[config.mk]
export PLATFORM = sky130hd
export DESIGN_NAME = frame_send
export DESIGN_NICKNAME = d
export VERILOG_FILES = /design/src/rtl/frame_send.sv
export SDC_FILE = /design/constraint.sdc
export NUM_CORES = 1
export LEC_CHECK = 0
export CAP_MARGIN = 20
export CORE_UTILIZATION = 45
export CTS_BUF_LIST = sky130_fd_sc_hd__clkbuf_4 sky130_fd_sc_hd__clkbuf_8
export CTS_CLUSTER_SIZE = 8
export DETAILED_ROUTE_END_ITERATION = 6
export GPL_ROUTABILITY_DRIVEN = 0
export PLACE_DENSITY = 0.66
export REMOVE_ABC_BUFFERS = 1
export SETUP_SLACK_MARGIN = 0.02
export SLEW_MARGIN = 40
export SYNTH_ARGS = -nofsm -noshare
export SYNTH_HDL_FRONTEND = slang
export SYNTH_SLANG_ARGS = --single-unit
[constraint.sdc]
create_clock -name CLK -period 2.4 [get_ports CLK]
set_clock_uncertainty 0.2 [all_clocks]
set_input_delay 0.48 -clock CLK [delete_from_list [all_inputs] [get_ports CLK]]
set_output_delay 0.48 -clock CLK [all_outputs]
set_load 0.01 [all_outputs]
[src/rtl/frame_send.sv]
// frame_send: transmit-side framer feeding the serializer with 16-bit words.
// After reset or CLR it sends TRAIN_LEN training words with PHY_INIT high.
// It then sends continuous frames: SYNC, sequence number, PRBS15 payload and
// an XOR checksum. Output words are paced by a downstream pull handshake.
//
// Ports:
//   CLK        word clock
//   RSTX       asynchronous active-low reset
//   CLR        synchronous restart to training (wins over a consume)
//   EN         frame enable, only looked at on frame boundaries
//   DOPULL     consumer takes DOUT this cycle
//   PHY_INIT   high while training
//   DOUT       output word, DOUT[15] goes out first
//   DOPUSH     DOUT valid (high from the first clock after reset)
//   FRAME_CNT  number of completed frames (wraps)
module frame_send #(
  parameter int unsigned TRAIN_LEN   = 1024,
  parameter logic [15:0] TRAIN_WORD  = 16'hFF00,
  parameter logic [15:0] SYNC_WORD   = 16'hF628,
  parameter logic [15:0] IDLE_WORD   = 16'hAAAA,
  parameter int unsigned PAYLOAD_LEN = 64
) (
  input  logic        CLK,
  input  logic        RSTX,
  input  logic        CLR,
  input  logic        EN,
  input  logic        DOPULL,
  output logic        PHY_INIT,
  output logic [15:0] DOUT,
  output logic        DOPUSH,
  output logic [31:0] FRAME_CNT
);

  localparam int unsigned WORD_W = 16;
  localparam int unsigned PRBS_W = 15;
  localparam int unsigned FCNT_W = 32;
  localparam int unsigned TCNT_W = (TRAIN_LEN > 1) ? $clog2(TRAIN_LEN) : 1;
  localparam logic [PRBS_W-1:0] PRBS_SEED = 15'h7FFF;
  localparam logic [TCNT_W-1:0] TRAIN_LAST = TCNT_W'(TRAIN_LEN - 1);
  localparam logic [WORD_W-1:0] PAY_LAST = WORD_W'(PAYLOAD_LEN - 1);

  typedef enum logic [2:0] {
    ST_TRAIN,
    ST_IDLE,
    ST_SYNC,
    ST_SEQ,
    ST_PAY,
    ST_CSUM
  } state_t;

  state_t              state, state_nxt;
  logic [TCNT_W-1:0]   train_cnt, train_cnt_nxt;
  logic [WORD_W-1:0]   seq, seq_nxt;
  logic [WORD_W-1:0]   csum, csum_nxt;
  logic [WORD_W-1:0]   pay_cnt, pay_cnt_nxt;
  logic [PRBS_W-1:0]   prbs, prbs_nxt;
  logic [FCNT_W-1:0]   frame_cnt_nxt;
  logic [WORD_W-1:0]   dout_nxt;
  logic                phy_init_nxt;
  logic                consume;

  // PRBS15 (x^15+x^14+1) state after 16 steps
  function automatic logic [PRBS_W-1:0] prbs_next(input logic [PRBS_W-1:0] s_in);
    logic [PRBS_W-1:0] s;
    s = s_in;
    for (int unsigned i = 0; i < WORD_W; i++) begin
      s = {s[PRBS_W-2:0], s[PRBS_W-1] ^ s[PRBS_W-2]};
    end
    return s;
  endfunction

  // The 16 feedback bits produced from state s_in, first bit in the MSB
  function automatic logic [WORD_W-1:0] prbs_word(input logic [PRBS_W-1:0] s_in);
    logic [PRBS_W-1:0] s;
    logic [WORD_W-1:0] w;
    s = s_in;
    w = '0;
    for (int unsigned i = 0; i < WORD_W; i++) begin
      w = {w[WORD_W-2:0], s[PRBS_W-1] ^ s[PRBS_W-2]};
      s = {s[PRBS_W-2:0], s[PRBS_W-1] ^ s[PRBS_W-2]};
    end
    return w;
  endfunction

  assign consume = DOPUSH & DOPULL;

  // Next-state and next-output logic; everything holds unless a word is consumed
  always_comb begin
    state_nxt     = state;
    train_cnt_nxt = train_cnt;
    seq_nxt       = seq;
    csum_nxt      = csum;
    pay_cnt_nxt   = pay_cnt;
    prbs_nxt      = prbs;
    frame_cnt_nxt = FRAME_CNT;
    phy_init_nxt  = PHY_INIT;
    dout_nxt      = DOUT;

    if (CLR) begin
      state_nxt     = ST_TRAIN;
      train_cnt_nxt = '0;
      seq_nxt       = '0;
      csum_nxt      = '0;
      pay_cnt_nxt   = '0;
      prbs_nxt      = PRBS_SEED;
      frame_cnt_nxt = '0;
      phy_init_nxt  = 1'b1;
      dout_nxt      = TRAIN_WORD;
    end else if (consume) begin
      unique case (state)
        ST_TRAIN: begin
          if (train_cnt == TRAIN_LAST) begin
            phy_init_nxt = 1'b0;
            state_nxt    = EN ? ST_SYNC : ST_IDLE;
          end else begin
            train_cnt_nxt = train_cnt + TCNT_W'(1);
          end
        end
        ST_IDLE: begin
          if (EN) state_nxt = ST_SYNC;
        end
        ST_SYNC: state_nxt = ST_SEQ;
        ST_SEQ: begin
          csum_nxt    = seq;
          pay_cnt_nxt = '0;
          state_nxt   = ST_PAY;
        end
        ST_PAY: begin
          // DOUT holds the payload word being consumed
          prbs_nxt = prbs_next(prbs);
          csum_nxt = csum ^ DOUT;
          if (pay_cnt == PAY_LAST) begin
            state_nxt = ST_CSUM;
          end else begin
            pay_cnt_nxt = pay_cnt + WORD_W'(1);
          end
        end
        ST_CSUM: begin
          frame_cnt_nxt = FRAME_CNT + FCNT_W'(1);
          seq_nxt       = seq + WORD_W'(1);
          state_nxt     = EN ? ST_SYNC : ST_IDLE;
        end
        default: state_nxt = ST_TRAIN;
      endcase

      // Word presented for the state being entered
      unique case (state_nxt)
        ST_TRAIN: dout_nxt = TRAIN_WORD;
        ST_IDLE:  dout_nxt = IDLE_WORD;
        ST_SYNC:  dout_nxt = SYNC_WORD;
        ST_SEQ:   dout_nxt = seq_nxt;
        ST_PAY:   dout_nxt = prbs_word(prbs_nxt);
        ST_CSUM:  dout_nxt = csum_nxt;
        default:  dout_nxt = TRAIN_WORD;
      endcase
    end
  end

  // State and output registers
  always_ff @(posedge CLK or negedge RSTX) begin
    if (!RSTX) begin
      state     <= ST_TRAIN;
      train_cnt <= '0;
      seq       <= '0;
      csum      <= '0;
      pay_cnt   <= '0;
      prbs      <= PRBS_SEED;
      FRAME_CNT <= '0;
      PHY_INIT  <= 1'b1;
      DOUT      <= TRAIN_WORD;
      DOPUSH    <= 1'b0;
    end else begin
      state     <= state_nxt;
      train_cnt <= train_cnt_nxt;
      seq       <= seq_nxt;
      csum      <= csum_nxt;
      pay_cnt   <= pay_cnt_nxt;
      prbs      <= prbs_nxt;
      FRAME_CNT <= frame_cnt_nxt;
      PHY_INIT  <= phy_init_nxt;
      DOUT      <= dout_nxt;
      DOPUSH    <= 1'b1;
    end
  end

endmodule
==> impl_metrics.env <==
export IMPL_status="finished with violations"
export IMPL_failed_checks="negative setup slack"
export IMPL_critPathLaunchType="register"
export IMPL_ctsHtreeMaxLevel=4
export IMPL_initial_core_util_pct=45.9
export IMPL_dr_pass1_iters=7
export IMPL_grt_use_total_pct=25.3
export IMPL_setup_tns_ps=-125
export IMPL_tritoncts="built"
export IMPL_period_minus_slack_ps=2450
export IMPL_required_ps=2540
export IMPL_critPathSlowestCell="or4_4"
export IMPL_final_cells=1183
export IMPL_cp_end_kind="register"
export IMPL_max_stage_delay_ps=590
export IMPL_place_ws_ps=-471
export IMPL_slew_headroom_pct=62.5
export IMPL_grt_max_degree=58
export IMPL_path_cells="or4b_4 > or4_4 > o21ai_4 > a21oi_2 > mux2_4"
export IMPL_maxCapViolCount=0
export IMPL_hold_viol=0
export IMPL_pin_count=55
export IMPL_wl_um=21300
export IMPL_drc_errors=0
export IMPL_core_area_sq_um=16500
export IMPL_combPwrFrac_pct=6.6
export IMPL_peakVddDrop_v=0.000349
export IMPL_ys_ff_latch=126
export IMPL_syn_inst=841
export IMPL_slew_viol_final=0
export IMPL_fin_crit_sh_pct=102
export IMPL_pwr_share_seq_pct=46.3
export IMPL_antenna_found_initial=0
export IMPL_fillerInstances=1419
export IMPL_worst_path_max_fanout=4
export IMPL_die_x_um=132
export IMPL_grt_pass1_vias=6554
export IMPL_power_density_nw_per_um2=479
export IMPL_dp_hpwl_um=14300
export IMPL_syn_to_final_growth_pct=28.6
export IMPL_clock_path_buffers=2
export IMPL_ant_nets=0
export IMPL_fin_nets=959
export IMPL_cp_arrival_ps=2590
export IMPL_crit_family="simple AND/OR/NAND/NOR gates"
export IMPL_numCtsBuffers=17
export IMPL_clkPwrFrac_pct=47.1
export IMPL_viasPerCell=5.92
export IMPL_syn_area_sq_um=7560
export IMPL_syn_area_per_cell_sq_um=8.99
export IMPL_fin_util_pct=59.0
export IMPL_rows=47
export IMPL_switching_power_w=0.00110
export IMPL_wire_per_inst_um=18.0
export IMPL_path_clk_slew_ps=80
export IMPL_ys_flop_type="dfrtp_1"
export IMPL_power_w=0.00465
export IMPL_dieHeight_um=132
export IMPL_p_int_w=0.00355
export IMPL_yosysUniqueCellTypes=72
export IMPL_setup_violations=5
export IMPL_synth_edf_count=0
export IMPL_max_freq_ghz=0.409
export IMPL_p_leak_nw=3.88
export IMPL_rsz0062_at_grt="yes"
export IMPL_swShare_pct=23.6
export IMPL_num_antenna_cells=0
export IMPL_clkLatencyLatePin_ps=460
export IMPL_tightest_slew_ps=561
export IMPL_numClockSinks=126
export IMPL_cts_root_buf="clkbuf_8"
export IMPL_die_area_sq_um=17300
export IMPL_layout_drive_gt1_share_pct=23.1
export IMPL_grt_pass1_wl_um=34800
export IMPL_worst_slack_ps=-46.5
export IMPL_setup_worst_path_class="reg -> reg"
export IMPL_dp_cells=1142
export IMPL_holdCritPathClass="in -> async"
export IMPL_crit_buf_inv=0
export IMPL_port_buffers=54
export IMPL_ys_seq_area_share_pct=42.1
export IMPL_yosysWarnings=0
export IMPL_synthArstFlopShare_pct=100
export IMPL_dr_first_iter_drc_count=487
export IMPL_grt_ovfl_total=0
export IMPL_vias=7008
power by group through the flow:
stage                     Sequential, W  Clock (W)  Combinational, W
after floorplan                 0.00220          0         0.0000934
after global placement          0.00219          0          0.000289
after detailed placement        0.00219          0          0.000291
after CTS                       0.00215    0.00223          0.000299
after global routing            0.00215    0.00231          0.000336
final                           0.00215    0.00219          0.000307
layout by cell type, fill, tap and decap left out, drive strengths merged, types with 23 or more instances in the layout:
cell type      count
nand2             77
o21ai             30
dfrtp            102
xnor2             55
xor2              23
a21oi             41
dfstp             24
buf              107
clkdlybuf4s50     52
nor2              92
nand4             29
nand3             30
cell type report:
cell class	count	area, sq um	area share [%]
flip-flops and latches	126	3180	32.7
inverters	12	45.0	0.463
multi-input cells	633	4300	44.2
clock buffers	21	277	2.84
well taps	220	275	2.83
clock inverters	11	185	1.90
repair buffers	160	1460	15.0
worst reg2reg max path: cells and delay by family, from the launching register on:
family             cells  cell delay, ps
AOI/OAI and AO/OA      2             320
DFF                    1             380
muxes                  1             300
and+or+nand+nor        2            1140
cell families (layout without fill, tap and decap cells):
| logic type | after synthesis | count (layout) | synth area share [%] |
|---|---|---|---|
| compound gates | 198 | 198 | 18.6 |
| xor+xnor | 80 | 80 | 9.65 |
| fa+ha+maj | 4 | 4 | 0.662 |
| buf+inv | 82 | 204 | 4.32 |
| flops | 126 | 126 | 42.1 |
| mux | 12 | 12 | 1.60 |
| other cells | 1 | 1 | 0.0496 |
| simple gates | 338 | 338 | 23.0 |
per-stage QoR:
| step | instance area (sq um) | hold WS (ps) |
|---|---|---|
| after detailed placement | 8900 | 271 |
| after CTS | 9520 | 315 |
| after global routing | 9720 | 336 |
| after global placement | 8900 | 264 |
| after floorplan | 7280 | -15.6 |
| final | 9720 | 315 |
routing by layer:
| metal | up-vias | share of wire [%] | global-route usage [%] |
|---|---|---|---|
| li1 | 3330 | - | - |
| met1 | 3432 | 47 | 36.0 |
| met2 | 214 | 46 | 39.1 |
| met3 | 32 | 5.4 | 3.36 |
| met4 | 0 | 1.9 | 9.43 |
| met5 | - | 0 | 0 |
state kept, by name, summed over array words and instances (netlist names):
signal,cells
PHY_INIT,1
prbs,15
FRAME_CNT,32
seq,16
state,3
DOPUSH,1
DOUT,16
train_cnt,10
csum,16
pay_cnt,16
synth_stat cells (10+ instances only):
cell type	number	area, sq um
buf_1	19	71.3
inv_1	11	41.3
a211oi_1	13	97.6
nand3_1	30	150
o22ai_1	12	75.1
a21oi_1	39	195
a22oi_1	10	75.1
nor3_1	18	90.1
nor4_1	17	106
mux2i_1	11	110
xnor2_1	55	482
dfstp_2	24	631
dfrtp_1	102	2550
nand4_1	29	181
nand2_1	77	289
nor2_1	91	342
o21ai_0	24	120
xor2_1	23	201
or3_1	17	106
o211ai_1	21	158
clkbuf_1	45	169
timing repair:
action                                  in CTS  in global routing
endpoints found under the setup margin      27                 47
gates resized for setup                     28                 40
gates cloned                                 0                  2
pin swaps                                   21                 17
buffers inserted                             4                  3
hold buffers                                 1                  0
hold endpoints to repair                     8                  0
final timing paths:
check	start	end	slack, ps	depth (start not counted)
max	pay_cnt[12]	pay_cnt[4]	-50	5
max in group asynchronous	RSTX	FRAME_CNT[16]	990	3
min	RSTX	DOUT[5]	320	2
min in group CLK	PHY_INIT	PHY_INIT	320	2
max reg2reg	pay_cnt[12]	pay_cnt[4]	-50	5
min reg2reg	PHY_INIT	PHY_INIT	320	2
(Power assumes the default switching activity.)
